--- src/rtl/lut_neuron_rw.sv ---
// lut_neuron_rw: runtime-writable LogicNets neuron truth table.
// The table lives in distributed RAM (asynchronous read), one column per
// output bit. A single output register gives a one-cycle, back-pressured
// lookup. A small IDLE/CLEAR sequencer zeroes every entry on request.
module lut_neuron_rw #(
   parameter int IN_BITS  = 6,
   parameter int OUT_BITS = 1
) (
   input  logic                clk,
   input  logic                rst_n,
   input  logic                in_valid,
   output logic                in_ready,
   input  logic [IN_BITS-1:0]  in_data,
   output logic                out_valid,
   input  logic                out_ready,
   output logic [OUT_BITS-1:0] out_data,
   input  logic                cfg_we,
   input  logic [IN_BITS-1:0]  cfg_addr,
   input  logic [OUT_BITS-1:0] cfg_wdata,
   input  logic                cfg_clear,
   output logic                cfg_busy
);

   localparam int                 DEPTH    = 1 << IN_BITS;
   localparam logic [IN_BITS-1:0] LAST_IDX = {IN_BITS{1'b1}};

   typedef enum logic [0:0] {
      ST_IDLE  = 1'b0,
      ST_CLEAR = 1'b1
   } state_t;

   // Sequencer and output registers
   state_t              r_state;
   logic [IN_BITS-1:0]  r_clr_cnt;
   logic                r_busy;
   logic                r_out_valid;
   logic [OUT_BITS-1:0] r_out_data;

   // Table write port and lookup datapath
   logic                w_tab_we;
   logic [IN_BITS-1:0]  w_tab_addr;
   logic [OUT_BITS-1:0] w_tab_wdata;
   logic [OUT_BITS-1:0] w_rd_data;
   logic                w_in_ready;
   logic                w_accept;

   // in_ready depends only on registered state and out_ready, never on in_valid.
   assign w_in_ready = !r_busy && (!r_out_valid || out_ready);
   assign w_accept   = in_valid && w_in_ready;

   // Select the single table write source: clear sequencer first, then host writes.
   // Nothing is written on a reset edge, so an aborted clear leaves the
   // remaining entries untouched. A host write coinciding with a clear
   // request is dropped.
   always_comb begin
      w_tab_we    = 1'b0;
      w_tab_addr  = cfg_addr;
      w_tab_wdata = cfg_wdata;
      if (!rst_n) begin
         w_tab_we = 1'b0;
      end else if (r_state == ST_CLEAR) begin
         w_tab_we    = 1'b1;
         w_tab_addr  = r_clr_cnt;
         w_tab_wdata = '0;
      end else if (cfg_we && !cfg_clear) begin
         w_tab_we = 1'b1;
      end
   end

   // One single-bit RAM column per output bit; reads are asynchronous so a
   // same-cycle write is not seen by the lookup captured at that edge.
   genvar gi;
   generate
      for (gi = 0; gi < OUT_BITS; gi++) begin : g_col
         logic r_col [DEPTH];

         // Column write; contents are deliberately not reset.
         always_ff @(posedge clk) begin
            if (w_tab_we) begin
               r_col[w_tab_addr] <= w_tab_wdata[gi];
            end
         end

         assign w_rd_data[gi] = r_col[in_data];
      end
   endgenerate

   // Clear sequencer: walk every index once, ignoring repeat clear requests.
   always_ff @(posedge clk) begin
      if (!rst_n) begin
         r_state   <= ST_IDLE;
         r_clr_cnt <= '0;
         r_busy    <= 1'b0;
      end else begin
         case (r_state)
            ST_IDLE: begin
               if (cfg_clear) begin
                  r_state   <= ST_CLEAR;
                  r_clr_cnt <= '0;
                  r_busy    <= 1'b1;
               end
            end
            ST_CLEAR: begin
               if (r_clr_cnt == LAST_IDX) begin
                  r_state   <= ST_IDLE;
                  r_clr_cnt <= '0;
                  r_busy    <= 1'b0;
               end else begin
                  r_clr_cnt <= r_clr_cnt + IN_BITS'(1);
               end
            end
            default: begin
               r_state   <= ST_IDLE;
               r_clr_cnt <= '0;
               r_busy    <= 1'b0;
            end
         endcase
      end
   end

   // Output register: load on acceptance, drain when consumed, hold while stalled.
   always_ff @(posedge clk) begin
      if (!rst_n) begin
         r_out_valid <= 1'b0;
         r_out_data  <= '0;
      end else if (w_accept) begin
         r_out_valid <= 1'b1;
         r_out_data  <= w_rd_data;
      end else if (out_ready) begin
         r_out_valid <= 1'b0;
      end
   end

   assign in_ready  = w_in_ready;
   assign out_valid = r_out_valid;
   assign out_data  = r_out_data;
   assign cfg_busy  = r_busy;

endmodule
--- config.mk ---
export PLATFORM = sky130hd
export DESIGN_NAME = lut_neuron_rw
export DESIGN_NICKNAME = d
export VERILOG_FILES = /design/src/rtl/lut_neuron_rw.sv
export SDC_FILE = /design/constraint.sdc
export NUM_CORES = 1
export LEC_CHECK = 0
export ABC_CLOCK_PERIOD_IN_PS = 5800
export CORE_ASPECT_RATIO = 1.25
export CORE_MARGIN = 5
export CORE_UTILIZATION = 50
export CTS_CLUSTER_SIZE = 25
export DETAILED_ROUTE_END_ITERATION = 8
export GPL_TIMING_DRIVEN = 0
export PLACE_DENSITY = 0.75
export SETUP_SLACK_MARGIN = 0.05
export SLEW_MARGIN = 20
export SYNTH_ARGS = -nofsm -noshare
export SYNTH_HDL_FRONTEND = slang
export SYNTH_SLANG_ARGS = --single-unit
--- constraint.sdc ---
create_clock -name clk -period 5.8 [get_ports clk]
set_clock_uncertainty 0.15 [all_clocks]
set_input_delay 0.58 -clock clk [delete_from_list [all_inputs] [get_ports clk]]
set_output_delay 0.58 -clock clk [all_outputs]
set_load 0.02 [all_outputs]
After elaboration in Yosys (flattened, before gate mapping)
Memories as Yosys holds them, arrays and structs flattened. A register that Yosys moved wholly into a read port is not among the register bits.
Index checks and enable logic that the tools add are counted.
Word-level totals
  RAM bits: 64
  logic and storage cells: 40
  flip-flop bits (word level): 9
  memories: 1
Memories
  g_col[0].r_col: words 64, width 1, rd ports 1, clocked after Yosys merged registers in 1, wr ports 1, line 75  | logic r_col [DEPTH];
Cells by class
  bitwise logic cells: 1
  reduce and logical (&&, ||, !) cells: 10
  equal/unequal tests: 3
  add/subtract/negate cells: 1
  multiplexer cells: 20
Operators by type and width (count)
  6-bit two-way mux: 4
  1-bit two-way mux: 13
  6-bit case mux with 2 select lines: 1
  6-bit by 1-bit adder with 6-bit output, second input constant: 1
  6-bit == test, second input constant: 1
  1-bit logical NOT: 4
  1-bit case mux with 2 select lines: 2
  1-bit logical AND: 3
  2-bit by 1-bit != test with 1-bit output, second input constant: 1
  2-bit != test, second input constant: 1
  2-bit AND reduction: 1
  2-bit nonzero test: 1
  1-bit logical OR: 1
  1-bit NOT: 1

Logic depth before layout (Yosys ltp)
Gate-level depths: netlist of run 1.
  word-level depth: 7
  depth in mapped cells: 7
  mapped depth without buffers: 6

Least setup slack after synthesis of run 1
Ideal clock, no wire load.
  kind: input to register
  start: in rst_n
  end: mem g_col[0].r_col[0], data pin
  stages on the path: 3
  library setup time: 0.367 ns
  setup slack: 3.309 ns
  arrival: 1.974 ns
  buffers on the path: 1
  path through: nand2_1 > clkbuf_1 > and2_1
On the way
  cells in the longest elaborated chain, start to end: 1
RTL lines
  from (decl): line 10  | input logic rst_n,
  1-bit two-way mux: line 59  | if (!rst_n) begin
  named net w_tab_wdata: line 42  | logic [OUT_BITS-1:0] w_tab_wdata;
  to (decl): line 75
The timed path passes the listed nets, and every way through them passes these cells.

==> results.txt, run 1 <==
----------------------------------------------------
[Outcome]
  Outcome ... finished, final reports clean

[Routing]
  Routed length per instance ... 16.9 um
  Pre-Repair DR Iteration Count ... 4
  Total wirelength of the detailed-routed design ... a little over 7000 um
  Number of remaining DRC errors ... 0
  Drt first-iter violations ... 178
  DRT antenna net count ... 0
  Routed vias/inst ... 5.74
  Total number of vias ... 2392

[Die]
  Standard-cell row count ... 34
  Overall die area ... 0.00870 mm^2
  Die height ... 103 um
  Initial Util ... 50.5%
  DIE WIDTH ... 84.4 um
  Floorplan core area ... about 0.007 mm^2
  Count of boundary I/O pins ... 23

[Power]
  Peak supply drop ... 0.123 mV
  Areal power density over the cells ... 285 mW/mm^2
  Leakage Power ... about 1.3 nW

[Worst setup path]
  Required @ worst endpoint ... 5.89 ns
  Largest stage delay on the critical path ... 0.58 ns
  Crit path arrival time ... 2.88 ns
  Critical Path Slowest Stage Cell ... or4b_1
  Sequence of cells on the critical path ... clkdlybuf4s50_1 -> buf_2 -> mux4_2 -> a22oi_1 -> a31oi_1 -> or4b_1 -> a41o_1
  Endpoint type of the worst setup path ... flip-flop
  Largest fanout on the critical path ... 10
  Critical path class ... in2reg
  Critical path launch point type ... primary input

[Layout]
  Share of layout cells above drive strength 1 ... 10.4%
  Most used cells in the layout excluding fill and tap cells ... 81 x nor2_1, 64 x edfxtp_1, 27 x nand2_1
  Antenna fix cells ... 0
  Post-layout net count ... 343
  Filler instances ... 569
  Commonest non-fill, non-tap cell in the layout ... nor2_1
  Summed area of non-filler cells in the final layout ... 0.00403 mm^2
  Signed area change from the synthesized netlist to the final layout ... 16.5%

[Placed design]
  Placement-stage cell area ... 0.00380 mm^2
  Detailed Place HPWL ... 4860 um
  Gpl congestion ... 0.895
  Worst setup timing slack at the placement stage ... 2.63 ns
  Number of input and output port buffers inserted ... 20

[CTS]
  Number of clock sinks ... 74
  Clock buffer count from CTS ... 9
  Buffer depth of the longest clock path ... 2
  Buffer cell driving the clock tree root ... clkbuf_8
  Post-CTS repair timing setup buffer count ... 0
  Clock tree from TritonCTS ... yes
  Insertion delay to the later sink of the worst-skew pair ... 0.35 ns
  Hold bufs inserted after CTS ... 0
  Post_cts resized ... 0
  Clock-pin slew on the worst setup and hold paths ... 0.07 ns
  Number of H-tree levels ... 3

[GRT]
  Global-route total usage across every layer ... 17.3%
  Antenna violations before repair ... 0
  Via count of the first global-routing pass ... 2319
  Wire length of the first global-routing pass ... 11400 um
  Largest net degree at the start of global routing ... 38
  GR Overflow Total ... 0

[Timing]
  Worst Slack Setup Final ... between 3 and 4 ns
  Tmin final ... approximately 2.8 ns
  Worst hold slack ... 0.342 ns
  Total negative slack for setup checks ... 0 ns
  Peak Freq ... roughly 0.36 GHz
  Final Hold Vio Count ... 0
  Count of pins over their slew limit ... 0
  Slew margin rel. ... 66.8%
  RSZ-0062 raised after global routing ... no
  Worst Tran Pin Value ... ~0.5 ns
  Final setup violation count ... 0
  Final worst-path cycle share ... around half

[Logic synthesis]
  Ys async rst share ... 0%
  Post-synthesis instance area ... around 0.0035 mm^2
  Part of the Yosys area used for sequential elements ... 61.3%
  Synth cell types ... 40
  Gate count after technology mapping ... 291
  Number of nets in the synthesized netlist ... 311
  Ys flop type ... edfxtp_1
  Number of flip-flops and latches in the synthesized netlist ... 74
  Total of warnings raised by yosys ... 0
  Number of enable-type register cells in the synthesized netlist ... 64
  Synthesized area per cell ... 11.9 um^2

[Flow run]
  Max-cap violations ... 0

[Worst hold path]
  Class of the tightest hold or removal check ... reg2reg

----------------------------------------------------
routing by layer:
metal	global-route usage (%)	up-vias	part of all wire [%]
li1	-	1137	-
met1	21.2	1154	41
met2	29.2	85	51
met3	2.96	16	5.2
met4	10.1	0	2.9
met5	0	-	0
stage by stage:
stage / util [%] / total power [mW] / cells
detailed placement: 55.5 / 0.696 / 402
global route: 58.9 / 1.19 / 417
floorplan: - / 0.656 / 291
CTS: 58.9 / 1.16 / 417
global placement: 55.1 / 0.691 / 401
finish: 58.9 / 1.15 / 417
where the power goes:
part	switching (mW)	internal (mW)	leakage (nW)
logic	0.0563	0.0412	0.515
clock network	0.185	0.281	0.113
registers	0.00331	0.583	0.660
total	0.244	0.906	1.29
final cells by class:
type | instances | area, um^2 | share of cell area, %
sequential | 74 | 2120 | 52.6
clock inverter | 6 | 106 | 2.64
timing repair buffer | 21 | 228 | 5.65
buffer | 10 | 48.8 | 1.21
multi-input combinational | 203 | 1280 | 31.6
clock buffer | 9 | 124 | 3.07
inverter | 4 | 15.0 | 0.372
tap | 90 | 113 | 2.79
kinds of logic (layout without fill, tap and decap cells):
kind of cell	Yosys count	in the layout	synth area share, %
buffers and inverters	14	50	1.84
adders and majority gates	1	1	0.361
muxes	22	22	11.4
DFF	74	74	61.3
AOI/OAI and AO/OA	36	36	6.58
and+or+nand+nor	144	144	18.5
Yosys cell counts (all sizes together) (2+ instances only):
| library cell | count | area share, % |
|---|---|---|
| o2111ai | 3 | 0.76 |
| clkbuf | 5 | 0.54 |
| nor2 | 81 | 8.8 |
| edfxtp | 64 | 56 |
| nand2 | 27 | 2.9 |
| inv | 3 | 0.33 |
| o21ai | 11 | 1.6 |
| o31ai | 2 | 0.43 |
| and3 | 2 | 0.36 |
| or3 | 2 | 0.36 |
| nand3b | 7 | 1.5 |
| o22ai | 2 | 0.36 |
| a31oi | 2 | 0.36 |
| mux2 | 5 | 1.6 |
| a22oi | 3 | 0.65 |
| dfxtp | 10 | 5.8 |
| mux2i | 5 | 1.4 |
| a21oi | 8 | 1.2 |
| mux4 | 12 | 8.4 |
| nand3 | 8 | 1.2 |
| nand2b | 7 | 1.3 |
| buf | 5 | 0.87 |
| nor2b | 3 | 0.54 |
sequential cells by signal, summed over array words and instances, names as in the netlist:
register / flops
out_valid: 1
out_data: 1
r_clr_cnt: 6
r_state: 1
cfg_busy: 1
g_col.r_col: 64
worst paths after layout:
kind | from | endpoint | slack [ns] | depth (start not counted)
min reg2reg | out_valid | out_valid | 0.34 | 2
max reg2reg | g_col[0].r_col[39] | out_data | 3.52 | 5
max | in_data[2] | out_data | 3.01 | 7
min | out_valid | out_valid | 0.34 | 2
worst max-delay path: cells and delay by family:
family | cells | cell delay, ns
and+or+nand+nor | 1 | 0.58
muxes | 1 | 0.37
AOI/OAI and AO/OA | 3 | 0.58
buffers and inverters | 2 | 0.77
(Power assumes the default switching activity.)
==> inputs of run 2 (changes only) <==
--- a/config.mk
+++ b/config.mk
@@ -5,7 +5,7 @@
 export SDC_FILE = /design/constraint.sdc
 export NUM_CORES = 1
 export LEC_CHECK = 0
-export ABC_CLOCK_PERIOD_IN_PS = 5800
+export ABC_CLOCK_PERIOD_IN_PS = 2650
 export CORE_ASPECT_RATIO = 1.25
 export CORE_MARGIN = 5
 export CORE_UTILIZATION = 50
==> constraint.sdc (replaced) <==
create_clock -name clk -period 2.65 [get_ports clk]
set_clock_uncertainty 0.15 [all_clocks]
set_input_delay 0.265 -clock clk [delete_from_list [all_inputs] [get_ports clk]]
set_output_delay 0.265 -clock clk [all_outputs]
set_load 0.02 [all_outputs]
==> run 2 against run 1 <==
Non-clock buffer count is the same. Die area unchanged. Utilization hardly changed. Largest cell class unchanged. Power grew 120%. Worst setup slack worse by 2.8 ns. Highest routed layer unchanged. Clock power increased by 120%. Critical path type unchanged. Cell count stayed put. Critical endpoint unchanged.
==> results.txt, run 2 (synthesis gave the netlist of run 1 again) <==
----------------------------------------------------
[CTS]
  Number of H-tree levels ... 3 (unchanged)
  Number of clock sinks ... 74 (unchanged)
  Buffer cell driving the clock tree root ... clkbuf_8
  Insertion delay to the later sink of the worst-skew pair ... 0.35 ns (about the same)
  Clock-pin slew on the worst setup and hold paths ... 0.07 ns (about the same)
  Post-CTS repair timing setup buffer count ... 0 (unchanged)
  Buffer depth of the longest clock path ... 2 (unchanged)
  Clock buffer count from CTS ... 9 (unchanged)
  Clock tree from TritonCTS ... yes

[Routing]
  Number of remaining DRC errors ... 0 (unchanged)
  Pre-Repair DR Iteration Count ... 4 (unchanged)
  Drt first-iter violations ... 178 (unchanged)
  Total wirelength of the detailed-routed design ... 7040 um (-0.17%)
  Total number of vias ... 2387 (-0.21%)
  Routed length per instance ... 16.9 um (-0.17%)
  Routed vias/inst ... 5.72 (-0.21%)
  DRT antenna net count ... 0 (unchanged)

[Layout]
  Layout Utilization ... 58.9% (about the same)
  Most used cells in the layout excluding fill and tap cells ... 81 x nor2_1, 64 x edfxtp_1, 27 x nand2_1
  Antenna fix cells ... 0 (unchanged)
  Top register by number of flip-flops ... g_col.r_col
  Largest register FFs ... 64 (unchanged)
  Registers with the most flip-flops ... g_col.r_col: 64 flops, r_clr_cnt: 6 flops
  Share of layout cells above drive strength 1 ... 10.4% (unchanged)
  Signed area change from the synthesized netlist to the final layout ... 16.6% (about the same)
  Commonest non-fill, non-tap cell in the layout ... nor2_1
  Post-layout net count ... 343 (unchanged)

[Worst setup path]
  Reg2reg end ... out_data
  Endpoint type of the worst setup path ... flip-flop
  Critical Path Slowest Stage Cell ... or4b_1
  Critical path launch point type ... primary input
  Crit path from ... in_data[2]
  Crit path buf inv count ... 2 (unchanged)
  Top Family by Delay on Critical Path ... buffers and inverters
  R2r setup slk ... 0.37 ns (-3.15 ns)
  Largest stage delay on the critical path ... 0.58 ns (about the same)
  Largest fanout on the critical path ... 10 (unchanged)
  Crit path arrival time ... 2.56 ns (-0.32 ns)
  Depth of the worst register-to-register path ... 5 (unchanged)
  Critical register-to-register path startpoint ... g_col[0].r_col[39]
  Required @ worst endpoint ... 2.74 ns (-3.15 ns)
  Sequence of cells on the critical path ... clkdlybuf4s50_1 -> buf_2 -> mux4_2 -> a22oi_1 -> a31oi_1 -> or4b_1 -> a41o_1
  Critical path class ... in2reg

[GRT]
  Antenna violations before repair ... 0 (unchanged)
  Global-route total usage across every layer ... 17.3% (unchanged)
  Global Route met2 Usage ... 29.2% (unchanged)
  Busiest layer in global routing ... met2
  Via count of the first global-routing pass ... 2319 (unchanged)
  GR Overflow Total ... 0 (unchanged)
  Met1 routing resource usage after global routing ... 21.2% (unchanged)
  Largest net degree at the start of global routing ... 38 (unchanged)
  Grt met3 use ... 2.96% (unchanged)
  Wire length of the first global-routing pass ... 11400 um (unchanged)

[Die]
  Overall die area ... 0.00870 mm^2 (unchanged)
  Floorplan core area ... 0.00685 mm^2 (unchanged)
  Initial Util ... 50.5% (unchanged)
  Die height ... 103 um (unchanged)
  Standard-cell row count ... 34 (unchanged)
  DIE WIDTH ... 84.4 um (unchanged)
  Count of boundary I/O pins ... 23 (unchanged)

[Power]
  Leakage Power ... 1.29 nW (about the same)
  Fraction of power consumed by sequential logic ... 51.1% (about the same)
  Internal power of the cells ... 1.98 mW (+120%)
  Design Power ... 2.51 mW (+120%)
  Total net switching power ... 532 uW (+120%)
  Portion of total power attributed to the clock network ... 40.4% (about the same)
  Switching share of power ... 21.2% (-0.096 points)
  Areal power density over the cells ... 623 mW/mm^2 (+120%)
  Gate power share ... 8.5% (about the same)
  Peak supply drop ... 0.270 mV (+120%)

[Timing]
  Slew margin rel. ... 66.8% (about the same)
  Final setup violation count ... 0 (unchanged)
  Peak Freq ... 0.404 GHz
  Final Hold Vio Count ... 0 (unchanged)
  Final worst-path cycle share ... about 93%
  Count of pins over their slew limit ... 0 (unchanged)
  RSZ-0062 raised after global routing ... no
  Worst Tran Pin Value ... 0.497 ns (-0.000675 ns)
  Tmin final ... around 2.5 ns

[Worst hold path]
  Cells on Worst Hold Path ... 2 (unchanged)
  Hold Crit Start ... out_valid
  Endpoint of the worst hold path ... out_valid
  Class of the tightest hold or removal check ... reg2reg

[Placed design]
  Number of input and output port buffers inserted ... 20 (unchanged)
  Gpl congestion ... 0.895 (unchanged)
  Detailed Place HPWL ... 4860 um (unchanged)

[Outcome]
  Outcome ... finished, final reports clean

[Flow run]
  Max-cap violations ... 0 (unchanged)

----------------------------------------------------
## run 2: cell count changes in the layout (fill, tap and decap cells not counted), sizes merged
cell,delta
buf,-1
clkbuf,+1
## run 2: timing repair
action / CTS / global route
hold buffers: 0 / 0
endpoints found under the setup margin: 0 / 1
gates resized for setup: 0 / 1
## run 2: worst register-to-register path, stage by stage (launching register included)
cell	delay [ns]
edfxtp_1	0.37
mux4_2	0.50
a22oi_1	0.22
a31oi_1	0.11
or4b_1	0.58
a41o_1	0.25
## run 2: worst max-delay path by stage
stage,slack (ns),endpoint,cells after the start
4_1_cts,0.17,out_data,8
3_3_place_gp,-0.70,g_col[0].r_col[40],4
3_5_place_dp,-0.20,out_data,8
5_1_grt,0.07,out_data,7
2_1_floorplan,0.40,g_col[0].r_col[0],3
6_report,0.18,out_data,7
## run 2: per-stage QoR
stage               area, um^2  hold slack [ns]  setup TNS [ns]  cells  setup WS, ns
finish                    4040            0.342               0    417         0.177
global route              4040            0.376               0    417        0.0695
CTS                       4030            0.341               0    417         0.166
detailed placement        3800            0.329          -0.204    402        -0.204
global placement          3770            0.320          -44.72    401        -0.697
floorplan                 3460            0.261               0    291         0.400
## run 2: layout make-up
cell class,count,area [um^2]
flip-flops and latches,74,2120
multi-input cells,203,1280
repair buffers,21,228
inverters,4,15.0
clock buffers,9,124
plain buffers,10,51.3
fillers,568,2810
well taps,90,113
clock inverters,6,106
## run 2: metal layers
layer	vias to the layer above	share of wire, %
met3	16	5.3
met1	1149	41
met4	0	2.9
li1	1137	-
met5	-	0
met2	85	51
## run 2: power groups by stage
stage / Clock (mW) / Sequential, mW / Combinational (mW)
after floorplan: 0 / 1.31 / 0.122
after global placement: 0 / 1.31 / 0.201
after detailed placement: 0 / 1.31 / 0.212
after CTS: 1.03 / 1.28 / 0.214
after global routing: 1.08 / 1.28 / 0.234
final: 1.02 / 1.28 / 0.214
==> inputs of run 3 (changes only) <==
--- a/config.mk
+++ b/config.mk
@@ -13,6 +13,7 @@
 export DETAILED_ROUTE_END_ITERATION = 8
 export GPL_TIMING_DRIVEN = 0
 export PLACE_DENSITY = 0.75
+export RECOVER_POWER = 100
 export SETUP_SLACK_MARGIN = 0.05
 export SLEW_MARGIN = 20
 export SYNTH_ARGS = -nofsm -noshare
==> run 3 against run 2 <==
Worst hold slack worse by 0.00092 ns. Utilization stayed put. Sequential cell count stayed put. Combinational power hardly changed. Via count is 0.80% higher. Clock power hardly changed. Routed wire length hardly changed. Critical path type unchanged. Largest power group unchanged.
==> results.txt, run 3 (synthesis gave the netlist of run 1 again) <==
----------------------------------------------------
[Die]
  Count of boundary I/O pins ... 23 (unchanged)
  Standard-cell row count ... 34 (unchanged)
  Die height ... 103 um (unchanged)
  Overall die area ... 0.00870 mm^2 (unchanged)
  Initial Util ... 50.5% (unchanged)
  DIE WIDTH ... 84.4 um (unchanged)
  Floorplan core area ... 0.00685 mm^2 (unchanged)

[Timing]
  Tmin final ... 2.50 ns (+0.0253 ns)
  Slew margin rel. ... 66.3% (-0.49 points)
  RSZ-0062 raised after global routing ... no
  Worst Slack Setup Final ... 0.152 ns (-0.0253 ns)
  Final Hold Vio Count ... 0 (unchanged)
  Count of pins over their slew limit ... 0 (unchanged)
  Final setup violation count ... 0 (unchanged)
  Total negative slack for setup checks ... 0 ns (unchanged)
  Worst hold slack ... 0.341 ns (-0.000917 ns)
  Final worst-path cycle share ... 94.3% (+0.95 points)
  Peak Freq ... 0.400 GHz (-1.0%)
  Worst Tran Pin Value ... 0.505 ns (+0.00735 ns)

[Placed design]
  Number of input and output port buffers inserted ... 20 (unchanged)
  Detailed Place HPWL ... 4860 um (unchanged)
  Gpl congestion ... 0.895 (unchanged)
  Placement-stage cell area ... 0.00380 mm^2 (unchanged)
  Worst setup timing slack at the placement stage ... -0.204 ns (unchanged)

[CTS]
  Hold bufs inserted after CTS ... 0 (unchanged)
  Number of clock sinks ... 74 (unchanged)
  Clock buffer count from CTS ... 9 (unchanged)
  Insertion delay to the later sink of the worst-skew pair ... 0.35 ns (about the same)
  Number of H-tree levels ... 3 (unchanged)
  Post-CTS repair timing setup buffer count ... 0 (unchanged)
  Post_cts resized ... 0 (unchanged)
  Buffer cell driving the clock tree root ... clkbuf_8
  Clock tree from TritonCTS ... yes
  Clock-pin slew on the worst setup and hold paths ... 0.07 ns (about the same)
  Buffer depth of the longest clock path ... 2 (unchanged)

[Layout]
  Summed area of non-filler cells in the final layout ... 0.00404 mm^2 (unchanged)
  Signed area change from the synthesized netlist to the final layout ... 16.6% (unchanged)
  Most used cells in the layout excluding fill and tap cells ... 81 x nor2_1, 64 x edfxtp_1, 27 x nand2_1
  Commonest non-fill, non-tap cell in the layout ... nor2_1
  Area occupied by multi-input gates ... 0.00128 mm^2 (unchanged)
  Filler instances ... 568 (unchanged)
  Top register by number of flip-flops ... g_col.r_col
  Registers with the most flip-flops ... g_col.r_col: 64 flops, r_clr_cnt: 6 flops
  Layout Utilization ... 58.9% (unchanged)
  Largest register FFs ... 64 (unchanged)
  Antenna fix cells ... 0 (unchanged)
  Share of layout cells above drive strength 1 ... 10.4% (unchanged)
  Sequential cell area ... 0.00212 mm^2 (unchanged)
  Post-layout net count ... 343 (unchanged)

[Power]
  Portion of total power attributed to the clock network ... 40.5% (about the same)
  Total net switching power ... 532 uW (about the same)
  Areal power density over the cells ... 623 mW/mm^2 (about the same)
  Leakage Power ... 1.29 nW (+0.50%)
  Gate power share ... 8.4% (about the same)
  Peak supply drop ... 0.270 mV (+0.11%)
  Internal power of the cells ... 1.98 mW (-0.11%)
  Fraction of power consumed by sequential logic ... 51.1% (about the same)
  Switching share of power ... 21.2% (+0.032 points)

[GRT]
  Antenna violations before repair ... 0 (unchanged)
  Wire length of the first global-routing pass ... 11400 um (unchanged)
  GR Overflow Total ... 0 (unchanged)
  Largest net degree at the start of global routing ... 38 (unchanged)
  Via count of the first global-routing pass ... 2319 (unchanged)
  Global-route total usage across every layer ... 17.3% (unchanged)

[Worst setup path]
  Crit path arrival time ... 2.59 ns (+0.03 ns)
  R2r setup slk ... 0.37 ns (about the same)
  Sequence of cells on the critical path ... clkdlybuf4s50_1 -> clkbuf_2 -> mux4_2 -> a22oi_1 -> a31oi_1 -> or4b_1 -> a41o_1
  Required @ worst endpoint ... 2.74 ns (about the same)
  Reg2reg end ... out_data
  Crit path from ... in_data[2]
  Critical Path Slowest Stage Cell ... or4b_1
  Largest stage delay on the critical path ... 0.58 ns (about the same)
  Crit path capture ... out_data
  Critical register-to-register path startpoint ... g_col[0].r_col[39]
  Critical path class ... in2reg
  Endpoint type of the worst setup path ... flip-flop
  Largest fanout on the critical path ... 10 (unchanged)
  Critical path launch point type ... primary input
  Depth of the worst register-to-register path ... 5 (unchanged)

[Routing]
  Total wirelength of the detailed-routed design ... 7050 um (about the same)
  Total number of vias ... 2406 (+0.80%)
  Pre-Repair DR Iteration Count ... 6 (+2)
  Routed length per instance ... 16.9 um (about the same)
  Routed vias/inst ... 5.77 (+0.80%)
  Number of remaining DRC errors ... 0 (unchanged)
  DRT antenna net count ... 0 (unchanged)
  Drt first-iter violations ... 180 (+1.1%)

[Worst hold path]
  Class of the tightest hold or removal check ... reg2reg

[Outcome]
  Outcome ... finished, final reports clean

[Flow run]
  Max-cap violations ... 0 (unchanged)

----------------------------------------------------
-- run 3: cell count changes in the layout (fill, tap and decap cells not counted) --
cell	change
clkdlybuf4s50_1	-5
dlygate4sd3_1	+5
buf_2	-1
clkbuf_2	+1
-- run 3: worst min-delay path by stage --
stage | start | to | slack (ns) | cells past startpoint
global route | out_valid | out_valid | 0.37 | 2
detailed placement | out_valid | out_valid | 0.33 | 2
floorplan | rst_n | r_state | 0.26 | 1
global placement | out_valid | out_valid | 0.32 | 2
finish | out_valid | out_valid | 0.34 | 2
CTS | out_valid | out_valid | 0.34 | 2
-- run 3: power by group through the flow --
| stage | sequential, mW | combinational [mW] | clock [mW] |
|---|---|---|---|
| after detailed placement | 1.31 | 0.212 | 0 |
| after global routing | 1.28 | 0.232 | 1.08 |
| final | 1.28 | 0.212 | 1.02 |
| after CTS | 1.28 | 0.214 | 1.03 |
| after global placement | 1.31 | 0.201 | 0 |
| after floorplan | 1.31 | 0.122 | 0 |
-- run 3: worst max-delay path, delay by kind of cell --
| family | cells | cell delay, ns |
|---|---|---|
| compound gates | 3 | 0.58 |
| buf+inv | 2 | 0.78 |
| mux | 1 | 0.38 |
| simple gates | 1 | 0.58 |
-- run 3: per-layer routing --
layer  global-route usage [%]  part of all wire [%]
met1                     21.2                    41
met2                     29.2                    50
met3                     2.96                   5.9
met4                     10.1                   3.0
met5                        0                     0
-- run 3: layout make-up --
cell class                 instances  area share, %
multi-input combinational        203           31.6
sequential                        74           52.6
tap                               90           2.79
inverter                           4          0.372
clock buffer                       9           3.07
buffer                            10           1.27
clock inverter                     6           2.64
timing repair buffer              21           5.64
-- run 3: stage by stage --
stage	power [mW]	cells
detailed placement	1.52	402
global route	2.60	417
finish	2.51	417
CTS	2.53	417
global placement	1.51	401
floorplan	1.44	291
